### config.mk
export PLATFORM = sky130hd
export DESIGN_NAME = fram_initiator
export DESIGN_NICKNAME = d
export VERILOG_FILES = /design/src/rtl/fram_initiator.sv
export SDC_FILE = /design/constraint.sdc
export NUM_CORES = 1
export LEC_CHECK = 0
export CORE_ASPECT_RATIO = 2
export CORE_UTILIZATION = 41
export DETAILED_ROUTE_END_ITERATION = 7
export GPL_TIMING_DRIVEN = 0
export HOLD_SLACK_MARGIN = 0.12
export PLACE_DENSITY = 0.67
export SYNTH_ARGS = -nofsm -noshare
export SYNTH_HDL_FRONTEND = slang
export SYNTH_SLANG_ARGS = --single-unit
### constraint.sdc
create_clock -name clk -period 5.27 [get_ports clk]
set_input_delay 0.7905 -clock clk [delete_from_list [all_inputs] [get_ports clk]]
set_output_delay 0.7905 -clock clk [all_outputs]
set_load 0.02 [all_outputs]
### src/rtl/fram_initiator.sv
// Request sequencer for one FRAM: issues reads/writes, buffers read data, stalls on RAW and credits.
// Optional FRAM_INITIATOR_RANGE_CHECK_EN drops out-of-range requests and raises a sticky err.
module fram_initiator #(
  parameter int RAM_SIZE   = 16,
  parameter int DATA_WIDTH = 32,
  parameter int ATTR_WIDTH = 4,
  parameter int ADDR_WIDTH = $clog2(RAM_SIZE),
  parameter int RSP_DEPTH  = 4
) (
`ifdef FRAM_INITIATOR_RANGE_CHECK_EN
  output logic                  err,
`endif
  input  logic                  clk,
  input  logic                  rst,
  input  logic                  req_valid,
  output logic                  req_ready,
  input  logic                  req_wr,
  input  logic [ADDR_WIDTH-1:0] req_addr,
  input  logic [DATA_WIDTH-1:0] req_data,
  input  logic [ATTR_WIDTH-1:0] req_attr,
  output logic                  rsp_valid,
  input  logic                  rsp_ready,
  output logic [DATA_WIDTH-1:0] rsp_data,
  output logic [ATTR_WIDTH-1:0] rsp_attr,
  output logic [ADDR_WIDTH-1:0] signal_addr,
  output logic                  signal_wr,
  output logic                  signal_oe,
  output logic [DATA_WIDTH-1:0] data_in,
  output logic [ATTR_WIDTH-1:0] attr_in,
  input  logic [DATA_WIDTH-1:0] data_out,
  input  logic [ATTR_WIDTH-1:0] attr_out
);

  localparam int PW = $clog2(RSP_DEPTH);
  localparam int CW = PW + 1;
  localparam int UW = CW + 1;
  localparam int EW = ATTR_WIDTH + DATA_WIDTH;

  logic [ADDR_WIDTH-1:0] r_iss_addr;
  logic [DATA_WIDTH-1:0] r_iss_data;
  logic [ATTR_WIDTH-1:0] r_iss_attr;
  logic                  r_iss_wr;
  logic                  r_iss_oe;
  logic                  r_ret_vld;
  logic [PW-1:0]         r_wptr;
  logic [PW-1:0]         r_rptr;
  logic [CW-1:0]         r_cnt;
  logic [EW-1:0]         r_mem [RSP_DEPTH];

  logic                  w_push;
  logic                  w_pop;
  logic                  w_raw;
  logic                  w_credit;
  logic                  w_acc;
  logic                  w_issue;
  logic [UW-1:0]         w_used;
  logic [UW-1:0]         w_limit;
  logic [EW-1:0]         w_head;

  assign w_push    = r_ret_vld;
  assign w_pop     = rsp_valid & rsp_ready;
  assign rsp_valid = (r_cnt != '0);

  // Buffered responses plus reads still in the issue/return stages.
  assign w_used   = UW'(r_cnt) + UW'(r_iss_oe) + UW'(r_ret_vld);
  assign w_limit  = UW'(RSP_DEPTH) + UW'(w_pop);
  assign w_credit = (w_used < w_limit);

  assign w_raw = r_iss_wr & ~req_wr &
                 (req_addr == r_iss_addr);

  assign req_ready = rst & ~w_raw &
                     (req_wr | w_credit);
  assign w_acc = req_valid & req_ready;

`ifdef FRAM_INITIATOR_RANGE_CHECK_EN
  localparam int AW1 = ADDR_WIDTH + 1;
  logic w_inr;
  assign w_inr   = ({1'b0, req_addr} < AW1'(RAM_SIZE));
  assign w_issue = w_acc & w_inr;

  always_ff @(posedge clk) begin
    if (!rst) begin
      err <= 1'b0;
    end else if (w_acc & ~w_inr) begin
      err <= 1'b1;
    end
  end
`else
  assign w_issue = w_acc;
`endif

  assign w_head   = r_mem[r_rptr];
  assign rsp_data = w_head[DATA_WIDTH-1:0];
  assign rsp_attr = w_head[EW-1:DATA_WIDTH];

  assign signal_addr = r_iss_addr;
  assign signal_wr   = r_iss_wr;
  assign signal_oe   = r_iss_oe;
  assign data_in     = r_iss_data;
  assign attr_in     = r_iss_attr;

  always_ff @(posedge clk) begin
    if (!rst) begin
      r_iss_wr   <= 1'b0;
      r_iss_oe   <= 1'b0;
      r_iss_addr <= '0;
      r_iss_data <= '0;
      r_iss_attr <= '0;
      r_ret_vld  <= 1'b0;
    end else begin
      r_iss_wr   <= w_issue & req_wr;
      r_iss_oe   <= w_issue & ~req_wr;
      r_iss_addr <= w_issue ? req_addr : '0;
      r_iss_data <= (w_issue & req_wr) ? req_data : '0;
      r_iss_attr <= (w_issue & req_wr) ? req_attr : '0;
      r_ret_vld  <= r_iss_oe;
    end
  end

  always_ff @(posedge clk) begin
    if (!rst) begin
      r_wptr <= '0;
      r_rptr <= '0;
      r_cnt  <= '0;
    end else begin
      if (w_push) r_wptr <= r_wptr + PW'(1);
      if (w_pop)  r_rptr <= r_rptr + PW'(1);
      unique case ({w_push, w_pop})
        2'b10:   r_cnt <= r_cnt + CW'(1);
        2'b01:   r_cnt <= r_cnt - CW'(1);
        default: r_cnt <= r_cnt;
      endcase
    end
  end

  always_ff @(posedge clk) begin
    if (w_push) r_mem[r_wptr] <= {attr_out, data_out};
  end

endmodule
==> impl_metrics.tcl <==
set metrics [dict create \
    drt-pass1-iter-count 4 \
    wire_per_inst_um 17.5 \
    power_density_nw_per_um2 345 \
    grt_overflow 0 \
    synth_top_area_share_pct 61.6 \
    cp.required_ns 4.48 \
    tightestPinTransition_ns 0.428 \
    ys.flop_type "edfxtp_1" \
    syn_area_per_cell_um2 20.2 \
    ys_top_cells_by_area "edfxtp_1 62%, dfxtp_1 15%, mux4_2 12%" \
    placementRows 67 \
    cts_setup_buffers 0 \
    worstSkewPairLatency_ns 0.42 \
    path_common_cell "inv_1" \
    period_minus_slack_ns 3.76 \
    areaGrowthSynthToFinish_pct 35.5 \
    postCtsHoldBufs 0 \
    antenna_found_initial 0 \
    worst_slack_ns 1.51 \
    power.static_leakage_nw 3.17 \
    numCtsBuffers 17 \
    reg2reg_slack_ns 3.20 \
    final_util_pct 56.7 \
    synth_seq_cells 196 \
    gp_congestion 0.752 \
    relSlewSlack_pct 71.5 \
    critical_path_peak_fanout 7 \
    hpwl_mm 9.28 \
    synthesis.area_um2 7020 \
    r2r-start "r_ret_vld" \
    cts.sinks 196 \
    via_per_inst 4.77 \
    drc_errors 0 \
    start_kind "flop" \
    drt-initial-drc-count 154 \
    syn_nets 436 \
    synth.most_common_cell "edfxtp_1" \
    cts-resized-gates 0 \
    final_hold_viol_count 0 \
    cts_tree "done" \
    status "complete, no violations" \
    grt_pass1_vias 4018 \
    start_util_pct 41.9 \
    io_pins 161 \
    finalPower_mw 3.28 \
    grt_max_degree 24 \
    synthCells 347 \
    io_buffers 160 \
    critPathKind "reg2out" \
    dp_slack_ns 1.92 \
    hold_slack_ns 0.498 \
    diodes 0 \
    yosys-top-cells-count "144 x edfxtp_1, 52 x dfxtp_1, 47 x and2_1" \
    rsz0062_at_grt "false" \
    nets 619 \
    cp.arrival_ns 2.97 \
    fin_skew_ns 0.0115 \
    worst_r2r_path_depth 8 \
    holdCritPathClass "reg2reg" \
    routed_wirelength_mm 13.1 \
    worstSetupPathDepth 9 \
    end_kind "output pin" \
    cp_top_family "buffers and inverters" \
    synth_edf_count 144 \
    crit_path_end "req_ready" \
    yosysUniqueCellTypes 32 \
    route.antenna.remaining_nets 0 \
    cp_slowest_stage_delay_ns 0.61 \
    core_um2 16800 \
    synth_top_area_cell "edfxtp_1" \
    root_buffer "clkbuf_16" \
    cts.htree.levels 4 \
    ir_worst_vdd_uv 221 \
    clock_path_buffers 2 \
    yosys_warnings 0 \
    async_flop_share_pct 0 \
    setup_tns_ns 0 \
    die_area_um2 17700 \
    die_y_um 187 \
    rr_endpoint "signal_addr[3]" \
    slew_viol_final 0 \
    clkTransAtPathRegs_ns 0.06 \
    vias 3581 \
    cp-startpoint "r_ret_vld" \
    critPathBufInv 3 \
    worstPathCellList "inv_1, fa_1, inv_1, ha_1, nand2b_1, o211ai_2, o211ai_4, nor2b_1, clkdlybuf4s50_1" \
    post-route-period-util_pct 71.4 \
    setup_violations 0 \
    grt_usage_pct 16.2 \
    grt_pass1_wl_mm 20.8 \
    die_w_um 94.5 \
    final_layout_size_suffix_gt1_share_pct 17.3 \
    fmax_mhz 266 \
    ys_seq_area_share_pct 76.5 \
    cpMaxStageDelayCell "clkdlybuf4s50_1" \
    maxCapViolCount 0 \
]
==> how the worst min path moves through the flow <==
stage	startpoint	end	slack [ns]	cells past startpoint
after floorplan	r_wptr[1]	r_wptr[1]	0.53	2
after global placement	signal_oe	r_ret_vld	0.47	1
after detailed placement	signal_oe	r_ret_vld	0.49	1
after CTS	signal_oe	r_ret_vld	0.51	1
after global routing	signal_oe	r_ret_vld	0.52	1
final	signal_oe	r_ret_vld	0.50	1
==> state kept, by name, indices dropped and copies added (netlist names), named ones only <==
| register | cells |
|---|---|
| r_mem | 144 |
| signal_oe | 1 |
| signal_wr | 1 |
| r_cnt | 3 |
| r_wptr | 2 |
| data_in | 32 |
| r_ret_vld | 1 |
| r_rptr | 2 |
| attr_in | 4 |
| signal_addr | 4 |
==> power breakdown <==
group / switching (mW) / internal (mW) / total [mW]
combinational: 0.177 / 0.227 / 0.404
sequential: 0.0123 / 1.68 / 1.69
clock: 0.535 / 0.648 / 1.18
==> cells in the final DEF, fill, tap and decap left out, types with 6 or more instances in the layout <==
master / Yosys / final
mux4_2: 36 / 36
ha_1: 6 / 6
dfxtp_1: 52 / 52
clkdlybuf4s50_1: 0 / 160
and2_1: 47 / 43
edfxtp_1: 144 / 144
xnor2_1: 7 / 7
clkbuf_16: 0 / 17
buf_2: 6 / 6
inv_1: 8 / 8
==> cell type report <==
type / instances / area (µm²)
Buffer: 12 / 80.1
Multi-Input combinational cell: 129 / 1540
Inverter: 10 / 37.5
Fill cell: 1343 / 7260
Timing Repair Buffer: 164 / 1680
Tap cell: 207 / 259
Clock buffer: 19 / 433
Sequential cell: 196 / 5370
Clock inverter: 13 / 111
==> per-stage QoR <==
step	instance area [µm²]	cells
finish	9510	750
floorplan	7020	347
global placement	8880	714
detailed placement	8960	718
global route	9510	750
CTS	9510	750
==> worst register-to-register path, delay by kind of cell, from the launching register on <==
kind	cells	cell delay [ns]
adders and majority gates	2	0.62
DFF	1	0.45
and+or+nand+nor	2	0.37
AOI/OAI and AO/OA	2	0.36
buffers and inverters	2	0.20
==> metal layers <==
metal | up-vias | track usage [%] | share of wire [%]
li1 | 1685 | - | -
met1 | 1751 | 16.1 | 34
met2 | 130 | 29.8 | 57
met4 | 0 | 5.94 | 1.6
met5 | - | 0 | 0
met3 | 15 | 5.85 | 7.4
==> cells by family (layout without fill, tap and decap cells) <==
family / after synthesis / after routing / share of synthesized area [%]
compound gates: 8 / 8 / 1.21
xor+xnor: 10 / 10 / 1.25
fa+ha+maj: 8 / 8 / 1.64
buf+inv: 22 / 218 / 1.68
flops: 196 / 196 / 76.5
mux: 37 / 37 / 11.7
simple gates: 66 / 66 / 6.06
Power figures use the tool's default switching activity.
